**config.mk**
```make
export PLATFORM = sky130hd
export DESIGN_NAME = fifo_stream_reader
export DESIGN_NICKNAME = d
export VERILOG_FILES = /design/src/rtl/fifo_stream_reader.sv
export SDC_FILE = /design/constraint.sdc
export NUM_CORES = 1
export LEC_CHECK = 0
export ABC_CLOCK_PERIOD_IN_PS = 2500
export CAP_MARGIN = 10
export CORE_MARGIN = 5
export CORE_UTILIZATION = 30
export DETAILED_ROUTE_END_ITERATION = 8
export GPL_TIMING_DRIVEN = 0
export PLACE_DENSITY = 0.55
export RECOVER_POWER = 50
export SYNTH_ARGS = -nofsm -noshare
export SYNTH_HDL_FRONTEND = slang
export SYNTH_SLANG_ARGS = --single-unit
```
**constraint.sdc**
```tcl
create_clock -name clk_i -period 2.5 [get_ports clk_i]
set_clock_uncertainty 0.15 [all_clocks]
set_input_delay 0.375 -clock clk_i [delete_from_list [all_inputs] [get_ports clk_i]]
set_output_delay 0.375 -clock clk_i [all_outputs]
set_load 0.03 [all_outputs]
```
**src/rtl/fifo_stream_reader.sv**
```systemverilog
// Drains the pop end of a FIFO into a registered valid/ready stream.
// A two-entry output/skid buffer keeps fifo_pop_o free of any path from ready_i.
module fifo_stream_reader #(
    parameter int DATA_WIDTH = 32
) (
    input  logic                  clk_i,
    input  logic                  rst_ni,
    input  logic                  flush_i,
    input  logic                  fifo_empty_i,
    input  logic [DATA_WIDTH-1:0] fifo_data_i,
    output logic                  fifo_pop_o,
    output logic                  valid_o,
    output logic [DATA_WIDTH-1:0] data_o,
    input  logic                  ready_i,
    output logic [1:0]            occupancy_o
);

    // The encoding doubles as the occupancy count.
    typedef enum logic [1:0] {
        EMPTY = 2'd0,
        ONE   = 2'd1,
        TWO   = 2'd2
    } state_e;

    state_e                state_q, state_d;
    logic [DATA_WIDTH-1:0] out_q, out_d;
    logic [DATA_WIDTH-1:0] skid_q, skid_d;
    logic                  fire;

    assign valid_o     = (state_q != EMPTY);
    assign data_o      = out_q;
    assign occupancy_o = state_q;
    assign fire        = valid_o & ready_i;

    // Only registered state gates the pop, so ready_i never reaches the FIFO.
    assign fifo_pop_o = rst_ni & ~fifo_empty_i & ~flush_i & (state_q != TWO);

    always_comb begin
        // NOTE: every always_comb output gets a default first so no path can infer a latch.
        state_d = state_q;
        out_d   = out_q;
        skid_d  = skid_q;

        if (flush_i) begin
            state_d = EMPTY;
            out_d   = '0;
            skid_d  = '0;
        end else begin
            unique case (state_q)
                EMPTY: begin
                    if (fifo_pop_o) begin
                        out_d   = fifo_data_i;
                        state_d = ONE;
                    end
                end
                ONE: begin
                    if (fifo_pop_o && fire) begin
                        out_d = fifo_data_i;
                    end else if (fifo_pop_o) begin
                        skid_d  = fifo_data_i;
                        state_d = TWO;
                    end else if (fire) begin
                        // out_q keeps its stale value; valid_o already masks it.
                        state_d = EMPTY;
                    end
                end
                TWO: begin
                    if (fire) begin
                        out_d   = skid_q;
                        state_d = ONE;
                    end
                end
                default: state_d = EMPTY;
            endcase
        end
    end

    // NOTE: sequential state uses non-blocking assignments only; the data registers
    // are reset too because data_o must read zero out of reset and after a flush.
    always_ff @(posedge clk_i or negedge rst_ni) begin
        if (!rst_ni) begin
            state_q <= EMPTY;
            out_q   <= '0;
            skid_q  <= '0;
        end else begin
            state_q <= state_d;
            out_q   <= out_d;
            skid_q  <= skid_d;
        end
    end

`ifndef SYNTHESIS
    ap_pop_not_empty : assert property (@(posedge clk_i) disable iff (!rst_ni)
        fifo_pop_o |-> !fifo_empty_i);
    ap_hold_stable : assert property (@(posedge clk_i) disable iff (!rst_ni)
        valid_o && !ready_i && !flush_i |=> valid_o && $stable(data_o));
    ap_occ_legal : assert property (@(posedge clk_i) disable iff (!rst_ni)
        occupancy_o != 2'd3);
`endif

endmodule

```
==> out/summary.md, run 1 <==
73 I/O pins were placed. The run gives 20 as the count of unique library cells instantiated by Yosys. The cell sitting at the root of the clock tree is a sky130_fd_sc_hd__clkbuf_8. Counting flops and latches in the post-synthesis netlist gives 66. Timing would allow up to 429 MHz. STA classifies the critical path endpoint as a flop. The die footprint is 11700 um2. In this run the worst setup path terminates at data_o[17]. Average cell area after synthesis: 12.4 um2.

The minimum clock period after layout was 2330 ps. The period utilization came out at 0.933. Buffers added to address setup during post-CTS repair amount to 0. The count of inserted antenna diode cells is 0, and the worst-case headroom to the max-slew limit is 0.429.

Once detail routing completed, the nets flagged for antenna violations numbered 0. The first routing iteration left 60 violations. The largest individual stage delay along the critical path comes from the cell sky130_fd_sc_hd__a2111oi_4. The logs give 0.387 for the power share of the clock group and 269 for the net count after synthesis. Power comes to 2.60 mW. The switching part of the total was 0.272. The type of origin of the critical path is an input port.

The critical setup path kind is in -> reg. The total grt overflow came out at 0. Ranked by total cell area, the synthesized netlist is headed by sky130_fd_sc_hd__dfrtp_1 (57%), sky130_fd_sc_hd__mux2i_1 (11%), sky130_fd_sc_hd__a22o_1 (9.7%). The effective utilization at floorplan came out at 0.311. The tool flagged a number of max-cap violations equal to 0. The pin count of the biggest net entering global routing is 71.

The average wire length per cell after detail routing works out to 16.6 um. The flow ran to the end, but the final reports show violations. In this run the power spent charging and discharging nets is 0.708 mW.

The endpoint identified for the worst register-to-register timing path is data_o[17]. For the worst setup path, the data arrival time is 2430 ps. The routed design has 7440 um of wire. Global-route total usage across every layer: 0.135. The worst flop-to-flop path startpoint is occupancy_o[1].

The logs give 1.68 nW for the static leakage and 0.573 for the portion of the post-synthesis area used by sequential elements. The fraction of layout instances using a drive strength above 1 is 0.100. The run gives 0 ps as the setup total negative slack. The run gives 0 as the post-detailed-route DRC marker count. The most critical setup path has its startpoint at ready_i. For the worst setup path, the data required time is 2600 ps. The via count of the first global-routing pass was 2374. The congestion estimate from routability-driven global placement came to 0.737.

The clock passes through at most 2 buffers. Using the TritonRoute via totals, the vias-per-cell ratio works out to 4.83. The run gives 2169 as the number of vias after detailed routing. The cell family contributing the most delay on the critical path is compound AO/OA/AOI/OAI gates.

Placeable core area: 9280 um2. The number of clock buffers added by TritonCTS is 9. The classification of the worst-slack hold path was in -> async.

In this run the core area contains 35 standard-cell rows. The die is 108 um tall. The number of slew-limit violations in the final report was 0; the sequential fraction of design power was 0.443.

The maximum cell stage delay along the critical path was 800 ps. After clock tree synthesis, the clock-pin slew on the worst setup and hold paths is 70 ps. The count of cells along the worst register-to-register path came out at 6. The number of fillers in the final layout was 927; the later-pin clock latency in the skew report was 350 ps.

Summing all placed instances gives a cell area of 3760 um2. The signal on the critical path passes through clkdlybuf4s50_1 > and4bb_1 > a2111oi_4 > buf_6 > nand2_1 > o31ai_1. IR analysis of the VDD net gives a maximum drop of 0.302 mV. The post-layout net count was 352; the share of power burned in combinational logic was 0.170.

Dominant cell type by area after synthesis: sky130_fd_sc_hd__dfrtp_1. The hold violation total from the final report is 66. The number of antenna violations at the first check in global routing was 0.

The wire length of the first global-routing pass came out at 12100 um. The tools report the number of cells produced by synthesis as 232. Setup repair after global routing left no endpoint under its margin. Along the worst path, the maximum fanout reaches 10. The number of I/O port buffers was 72. Setup violations remaining at the end of the flow were counted as 0. The actual slew at the worst max-slew pin works out to 857 ps.

The top cell type's share of synthesized area is 0.573, and the post-synthesis instance area is 2880 um2. The critical path runs through a total of 6 cells. Compared with the post-synthesis result, the final layout area differs by 38.2%.

The total of hold buffers inserted after clock tree synthesis is 0. The finished cells cover 3980 um2. The critical path contains buffers and inverters numbering 2 combined.

After legalization and detailed placement, the total HPWL measured 4870 um. Setup slack on the worst reg-to-reg path comes out at 270 ps. Dividing total power by cell area gives a power density of 654 nW/um2.

TritonCTS built the clock tree. For the hold slack, the log shows -140 ps. CTS built an H-tree with a depth of 3. The checks that failed: negative hold slack. Cell internal power was estimated by the tool at 1.90 mW. For this design, the sink count on the clock tree is 66. The horizontal die dimension came out at 108 um.

The first-pass iteration count of the detailed router came out at 4. The run gives 0 as the count of yosys warnings during synthesis.
[worst min path at each step]
stage,startpoint,endpoint,slack [ps],cells after the start
2_1_floorplan,rst_ni,data_o[0],-70,0
3_3_place_gp,data_o[3],data_o[3],320,2
3_5_place_dp,data_o[3],data_o[3],320,2
4_1_cts,rst_ni,skid_q[25],20,1
5_1_grt,rst_ni,skid_q[25],-80,1
6_report,rst_ni,skid_q[25],-140,1
[layer usage]
metal	share of wire	track usage	vias up
li1	-	-	1033
met1	0.45	0.175	1068
met2	0.47	0.207	57
met3	0.061	0.0478	11
met4	0.015	0.0541	0
met5	0	0	-
[cell usage in the layout, fill, tap and decap left out, types with 2 or more instances in the layout]
cell / n
sky130_fd_sc_hd__clkbuf_8: 10
sky130_fd_sc_hd__clkdlybuf4s50_1: 56
sky130_fd_sc_hd__nor2_1: 3
sky130_fd_sc_hd__nand2_1: 32
sky130_fd_sc_hd__o31ai_1: 32
sky130_fd_sc_hd__buf_2: 3
sky130_fd_sc_hd__a22o_1: 32
sky130_fd_sc_hd__clkinv_2: 2
sky130_fd_sc_hd__mux2i_1: 32
sky130_fd_sc_hd__dlygate4sd3_1: 14
sky130_fd_sc_hd__clkbuf_1: 9
sky130_fd_sc_hd__a21oi_1: 2
sky130_fd_sc_hd__clkbuf_2: 3
sky130_fd_sc_hd__nor3_1: 3
sky130_fd_sc_hd__bufinv_16: 2
sky130_fd_sc_hd__dfrtp_1: 66
sky130_fd_sc_hd__buf_6: 8
sky130_fd_sc_hd__nor2b_1: 2
[Yosys cell counts]
master / number
sky130_fd_sc_hd__clkbuf_1: 10
sky130_fd_sc_hd__dfrtp_1: 66
sky130_fd_sc_hd__nand4bb_1: 1
sky130_fd_sc_hd__a2111oi_4: 1
sky130_fd_sc_hd__a21oi_1: 2
sky130_fd_sc_hd__buf_2: 3
sky130_fd_sc_hd__nand2b_1: 1
sky130_fd_sc_hd__o21bai_1: 1
sky130_fd_sc_hd__buf_6: 7
sky130_fd_sc_hd__nand2_1: 32
sky130_fd_sc_hd__nor2_1: 3
sky130_fd_sc_hd__nor3_1: 3
sky130_fd_sc_hd__nor2b_1: 2
sky130_fd_sc_hd__mux2i_1: 32
sky130_fd_sc_hd__a22o_1: 32
sky130_fd_sc_hd__and4bb_1: 1
sky130_fd_sc_hd__nor4b_1: 1
sky130_fd_sc_hd__or2_2: 1
sky130_fd_sc_hd__o31ai_1: 32
sky130_fd_sc_hd__and3b_2: 1
[area by class of cell]
| type | count | area, um2 | area share |
|---|---|---|---|
| multi-input cells | 146 | 1100 | 0.276 |
| flip-flops and latches | 66 | 1650 | 0.415 |
| well taps | 129 | 161 | 0.0405 |
| clock inverters | 5 | 77.6 | 0.0195 |
| plain buffers | 20 | 134 | 0.0336 |
| clock buffers | 11 | 141 | 0.0355 |
| repair buffers | 72 | 717 | 0.180 |
[power by group through the flow]
stage	registers (mW)	clock network (mW)	logic, mW
after floorplan	1.27	0	0.127
after global placement	1.18	0	0.456
after detailed placement	1.18	0	0.458
after CTS	1.16	1.03	0.460
after global routing	1.16	1.07	0.477
final	1.15	1.01	0.443
[cell families (layout without fill, tap and decap cells)]
family,count (synthesis),after routing,synth area share
buf+inv,20,108,0.0456
flops,66,66,0.573
compound gates,68,68,0.196
simple gates,46,46,0.0742
mux,32,32,0.111
[stage by stage]
step,hold WS (ps),instances,setup slack (ps),util
3_5_place_dp,319,433,-560,0.405
5_1_grt,-82.7,449,3.73,0.429
6_report,-140,449,168,0.429
3_3_place_gp,315,433,-2710,0.406
2_1_floorplan,-70.6,232,217,-
4_1_cts,16.9,449,2.88,0.429
[registers in the layout, indices dropped and copies added, names as in the netlist]
register and flops:
skid_q 32, occupancy_o 2, data_o 32
[repair_timing]
action	in CTS	in global routing
setup endpoints to repair	1	31
pin swaps	0	0
gates cloned	0	0
hold endpoints to repair	0	66
resized for setup	4	3
Power figures use the tool's default switching activity.
==> run 2: changes to the inputs <==
- GPL_ROUTABILITY_DRIVEN: not set -> 0
- GPL_TIMING_DRIVEN: 0 -> not set
==> run 2 against run 1 <==
Against the previous run:
- the run now ends clean
- total power decreased by 3.6%
- critical endpoint is now valid_o
- sequential power about the same
- critical path depth shrank 4
- sequential share of layout area increased by 0.50 points
- utilization down 0.51 points
- final cell count is 2.2% lower
- combinational power decreased by 2%
- via count fell by 0.55%
- setup slack improved by 110 ps
- count of clock-buffer cells in the layout stayed put
- highest routed layer unchanged
==> out/summary.md, run 2 (synthesis gave the netlist of run 1 again) <==
The nature of the critical path endpoint is an output port. Internal portion of total power: 1.82 mW (-4.2%). The clock transition time at the flip-flop clock pins of the worst setup and hold paths is 70 ps (about the same), and the synthesis-to-finish area growth is 36.5%. The placed wire-length estimate after detailed placement is 4460 um (-8.5%).

The tools report the placeable core area as 9280 um2 (unchanged). The switching part of the total works out to 0.276 (+0.00434). Among cell families on the critical path, the largest total delay comes from buffers and inverters.

The number of slew-limit violations in the final report is 0 (unchanged), and the number of antenna violations at the first check in global routing is 0 (unchanged). Number of vias after detailed routing: 2157 (-0.55%). The final setup slack of the worst path came out at 282 ps (+114 ps). Count of H-tree levels built during CTS: 3 (unchanged). The tools report the quantity of gates resized following cts as 0 (-4). The classification of the worst-slack hold path was in -> async.

The maximum resistive drop on vdd was 0.339 mV (+12%); the number of max-cap violations was 0 (unchanged). The run gives 0.130 (-0.00531) as the global-route total usage across every layer. The die footprint is 11700 um2 (unchanged).

The number of ports placed on the die boundary was 73 (unchanged). The signal on the critical path passes through or2_2 > clkdlybuf4s50_1. The logs give 4 (unchanged) for the first-pass iteration count of the detailed router and 35 (unchanged) for the number of rows in the core area. Largest fanout on the critical path: 7 (-3). Type of origin of the critical path: a flop.

The number of I/O port buffers came out at 72 (unchanged). Fraction of layout instances using a drive strength above 1: 0.110 (+0.00968). The hold slack is 272 ps (+412 ps). The logs give 0 (unchanged) for the post-detailed-route DRC marker count and 66 (unchanged) for the number of sinks on the clock net. The post-CTS setup buffer count is 0 (unchanged). The later-pin clock latency in the skew report came out at 340 ps (about the same). The run gives 7170 um (-3.7%) as the total wirelength of the detailed-routed design. TritonCTS built the clock tree. The worst-case headroom to the max-slew limit was 0.415 (-0.0141); the wire length of the first global-routing pass was 11800 um (-2.5%). The total setup violations reported at the end of the flow is 0 (unchanged), and the power density over the cells is 638 nW/um2 (-2.4%). The average wire length per cell after detail routing was 16.3 um (-1.5%). The run gives 0.173 (+0.003) as the share of power burned in combinational logic.

The sequential fraction of design power is 0.459 (+0.016), and the number of buffers on the longest clock path is 2 (unchanged). The run gives 55 (-8.3%) as the DRC violation total after the first TritonRoute iteration. The tools report the upper clock frequency limit as 451 MHz (+5.1%). The setup slack after placement is 155 ps (+715 ps). In this run the clock root is driven by a sky130_fd_sc_hd__clkbuf_8.

Minimum clock period after layout: 2220 ps (-114 ps). The leading cell type in the layout, fill and taps excluded was sky130_fd_sc_hd__dfrtp_1. The buffers plus inverters on the worst setup path is 1 (-1). The TritonCTS buffer count was 9 (unchanged); the net load switching power was 0.694 mW (-2.0%). The via-per-instance ratio was 4.91 (+1.7%). The horizontal die dimension was 108 um (unchanged). The count of inserted antenna diode cells came out at 0 (unchanged).

The maximum cell stage delay along the critical path works out to 590 ps (-210 ps). The tools report the flop-to-flop setup slack as 550 ps (+280 ps). The pin count of the biggest net entering global routing was 64 (-9.9%); the static leakage was 1.64 nW (-2.4%).

The tools report the post-layout net count as 342 (-2.8%). In the layout the commonest cells are sky130_fd_sc_hd__dfrtp_1 (66), sky130_fd_sc_hd__clkdlybuf4s50_1 (62). Setup repair after global routing left no endpoint under its margin.

For the critical path required time, the log shows 1980 ps (-620 ps). The total grt overflow is 0 (unchanged), and the effective utilization at floorplan is 0.311 (unchanged). The period utilization is 0.887 (-0.0455).

The run finished with clean final reports. The logs give 0.367 (-0.020) for the power share of the clock group and 0 ps (unchanged) for the setup total negative slack. The actual slew at the worst max-slew pin came out at 878 ps (+21.2 ps).

For the hold violation total from the final report, the log shows 0 (-100%). In this run the critical register-to-register path is captured at skid_q[5]. The via count of the first global-routing pass was 2298 (-3.2%). The slowest stage of the critical path belongs to the cell sky130_fd_sc_hd__clkdlybuf4s50_1.

The count of cells along the worst register-to-register path works out to 5 (-1). The critical setup path kind is reg -> out. The worst register-to-register path begins at occupancy_o[1]. The number of nets with antenna violations after detailed routing came out at 0 (unchanged). The vertical die dimension was 108 um (unchanged); the critical path arrival was 1690 ps (-740 ps).
==> run 2: final cells by class <==
type                    count  area [um2]
clock inverters             5        52.6
flip-flops and latches     66        1650
clock buffers              11         151
multi-input cells         146        1120
repair buffers             82         798
fillers                   907        5350
well taps                 129         161
==> run 2: stage by stage <==
stage,cell area [um2],util,power [mW],cells
after detailed placement,3740,0.402,1.62,422
final,3940,0.424,2.51,439
after global routing,3940,0.424,2.63,439
after CTS,3950,0.425,2.55,439
after floorplan,2880,-,1.39,232
after global placement,3740,0.402,1.62,422
==> run 2: worst max-delay path by stage <==
stage / slack (ps) / depth (start not counted) / endpoint / from
after global placement: 210 / 5 / data_o[4] / fifo_empty_i
final: 280 / 2 / valid_o / occupancy_o[0]
after floorplan: 220 / 4 / fifo_pop_o / occupancy_o[1]
after detailed placement: 160 / 5 / data_o[4] / fifo_empty_i
after global routing: 180 / 7 / data_o[7] / rst_ni
after CTS: 260 / 2 / valid_o / occupancy_o[0]
==> run 2: routing by layer <==
layer / wire length [um] / track usage / vias up
met5: 0 / 0 / -
met4: 110 / 0.0469 / 0
met3: 437 / 0.0424 / 11
met2: 3290 / 0.205 / 65
met1: 3330 / 0.168 / 1072
li1: - / - / 1009
==> run 2: what timing repair did <==
| action | CTS | global route |
|---|---|---|
| setup endpoints to repair | 0 | 0 |
| hold buffers | 1 | 0 |
| endpoints found under the hold margin | 3 | 0 |
==> run 2: worst reg2reg max path: stages (launching register included) <==
cell,delay [ps]
sky130_fd_sc_hd__dfrtp_1,440
sky130_fd_sc_hd__nand4bb_1,290
sky130_fd_sc_hd__nor2_1,230
sky130_fd_sc_hd__nor2_4,40
sky130_fd_sc_hd__buf_2,340
sky130_fd_sc_hd__a22o_1,350
==> run 2: power by group through the flow <==
stage | Combinational (mW) | Sequential [mW] | Clock (mW)
floorplan | 0.127 | 1.27 | 0
global placement | 0.446 | 1.18 | 0
detailed placement | 0.448 | 1.17 | 0
CTS | 0.451 | 1.16 | 0.948
global route | 0.471 | 1.16 | 0.997
finish | 0.436 | 1.15 | 0.922
==> run 3: changes to the inputs <==
--- a/constraint.sdc
+++ b/constraint.sdc
@@ -3,3 +3,3 @@
 set_input_delay 0.375 -clock clk_i [delete_from_list [all_inputs] [get_ports clk_i]]
 set_output_delay 0.375 -clock clk_i [all_outputs]
-set_load 0.03 [all_outputs]
+set_load 0.005 [all_outputs]
==> run 3 against run 2 <==
Against the previous run:
- first-iteration DRC count decreased by 25%
- highest routed layer unchanged
- critical path depth increased by 3
- design area increased by 1.5%
- sequential cell count unchanged
- die area unchanged
- via count decreased by 1.1%
==> out/summary.md, run 3 (synthesis gave the netlist of run 1 again) <==
The number of I/O port buffers was 72 (unchanged). The final setup slack of the worst path came out at 100 ps (-182 ps). The minimum clock period after layout was 2400 ps (+182 ps). The vertical die dimension is 108 um (unchanged), and the horizontal die dimension is 108 um (unchanged). The number of logic stages on the critical path including buffering came out at 5 (+3).

For the setup total negative slack, the log shows 0 ps (unchanged). The run gives 4 (unchanged) as the first-pass iteration count of the detailed router. The quantity of gates resized following cts was 0 (unchanged). The clock transition time at the flip-flop clock pins of the worst setup and hold paths works out to 70 ps (about the same). The total wirelength of the detailed-routed design was 7140 um (-0.46%); the number of slew-limit violations in the final report was 0 (unchanged). The period utilization is 0.960 (+0.0726).

The actual slew at the worst max-slew pin is 882 ps (+3.97 ps). For the count of inserted antenna diode cells, the log shows 0 (unchanged). The placeable core area was 9280 um2 (unchanged); the power density over the cells was 653 nW/um2 (+2.3%). The tools report the total grt overflow as 0 (unchanged).

The area growth from synthesis to layout is 38.5%. On the critical path the largest part of the delay comes from buffers and inverters. The worst setup path is captured at an output port. The static leakage was 1.67 nW (+2.0%); the largest fanout on the critical path was 7 (unchanged).

Walking the worst path, the cells encountered are dlygate4sd3_1 > buf_4 > nand2b_1 > nor3_1 > clkdlybuf4s50_1. The count of H-tree levels built during CTS was 3 (unchanged); the critical path required time was 1980 ps (about the same). In the layout the commonest cells are sky130_fd_sc_hd__dfrtp_1 (66), sky130_fd_sc_hd__clkdlybuf4s50_1 (53). The tools report the number of standard cells in the layout, taps in and fillers out as 438 (-0.23%). The number of ports placed on the die boundary is 73 (unchanged), and the global-route total usage across every layer is 0.129 (-0.00102).

The TritonCTS buffer count is 9 (unchanged). Count of cells along the worst register-to-register path: 5 (unchanged). The pin count of the biggest net entering global routing was 65 (+1.6%). For the wire length of the first global-routing pass, the log shows 11700 um (-0.99%). The run gives 0 (unchanged) as the hold violation total from the final report.

The number of rows in the core area is 35 (unchanged). The tools report the placed wire-length estimate after detailed placement as 4440 um (-0.31%). The average wire length per cell after detail routing came out at 16.3 um (-0.23%). The tools report the post-layout net count as 341 (-0.29%).

The run gives 2 (unchanged) as the number of buffers on the longest clock path. Post-detailed-route DRC marker count: 0 (unchanged). For the worst-case headroom to the max-slew limit, the log shows 0.412 (-0.00265). The DRC violation total after the first TritonRoute iteration is 41 (-25%), and the via count of the first global-routing pass is 2299 (+0.044%).

The type of origin of the critical path was an input port. The run gives 421 (-0.24%) as the total instance count after detailed placement. The classification of the worst-slack hold path is in -> async. The tools report the number of sinks on the clock net as 66 (unchanged). The logs give 0 (unchanged) for the number of antenna violations at the first check in global routing and 0 (unchanged) for the total setup violations reported at the end of the flow. The setup slack after placement was 140 ps (-15.6 ps). The buffer type at the clock tree root is sky130_fd_sc_hd__clkbuf_8. The logs give 417 MHz (-7.6%) for the upper clock frequency limit and 0.430 (+0.00620) for the utilization after layout. Number of vias after detailed routing: 2133 (-1.1%).

The flow ran to the end, and the final reports show no timing, DRC or antenna violations. The number of fillers in the final layout is 912 (+0.55%), and the later-pin clock latency in the skew report is 340 ps (about the same). The via-per-instance ratio is 4.87 (-0.89%). TritonCTS built the clock tree. The maximum cell stage delay along the critical path is 570 ps (-20 ps). The setup path with the least slack is of type in -> out.

Cell with the biggest individual delay on the critical path: sky130_fd_sc_hd__dlygate4sd3_1. The library cell used most frequently in the layout, excluding fill and tap cells, is sky130_fd_sc_hd__dfrtp_1. For the maximum resistive drop on vdd, the log shows 0.394 mV (+16%). The number of nets with antenna violations after detailed routing was 0 (unchanged); the critical path arrival was 1870 ps (+180 ps). The logs give 0 (unchanged) for the number of max-cap violations and 0.311 (unchanged) for the effective utilization at floorplan. The fraction of layout instances using a drive strength above 1 is 0.104 (-0.00612). Setup repair after global routing left no endpoint under its margin. The buffers plus inverters on the worst setup path works out to 3 (+2). For the die footprint, the log shows 11700 um2 (unchanged).
## run 3: changes by cell type in the layout (fill, tap and decap cells not counted), moves of 2 or more
cell / change
sky130_fd_sc_hd__buf_4: -2
sky130_fd_sc_hd__bufinv_16: +2
sky130_fd_sc_hd__clkdlybuf4s50_1: -9
sky130_fd_sc_hd__clkinv_2: -3
sky130_fd_sc_hd__dlygate4sd3_1: +10
## run 3: final timing paths
kind	from	endpoint	slack, ps
max	rst_ni	fifo_pop_o	100
min	rst_ni	occupancy_o[1]	290
max reg2reg	occupancy_o[1]	data_o[10]	620
min reg2reg	data_o[6]	data_o[6]	320
max in group asynchronous	rst_ni	data_o[12]	830
min in group clk_i	data_o[6]	data_o[6]	320
## run 3: power by group
part	switching (mW)	internal [mW]
Combinational	0.150	0.183
Sequential	0.0320	1.12
Clock	0.431	0.691
## run 3: stage by stage
| step | area [um2] | power (mW) | hold WS [ps] |
|---|---|---|---|
| 6_report | 3990 | 2.61 | 295 |
| 5_1_grt | 3990 | 2.72 | 265 |
| 4_1_cts | 3990 | 2.66 | 263 |
| 3_5_place_dp | 3730 | 1.52 | 36.5 |
| 3_3_place_gp | 3730 | 1.52 | 34.0 |
| 2_1_floorplan | 2880 | 1.30 | -70.6 |
## run 3: what timing repair did
action | CTS | global route
hold buffers | 1 | 0
endpoints found under the hold margin | 2 | 0
buffers inserted | 0 | 0
## run 3: routing by layer
layer  share of wire  global-route usage  wire length [um]
met1            0.45               0.166              3230
met2            0.48               0.206              3410
met3           0.057              0.0490               404
met4           0.013              0.0316                91
met5               0                   0                 0
## run 3: cell type report
cell class,instances,area (um2),share of cell area
clock buffers,10,138,0.0345
repair buffers,81,808,0.202
flip-flops and latches,66,1650,0.414
well taps,129,161,0.0404
clock inverters,6,114,0.0285
multi-input cells,146,1120,0.280
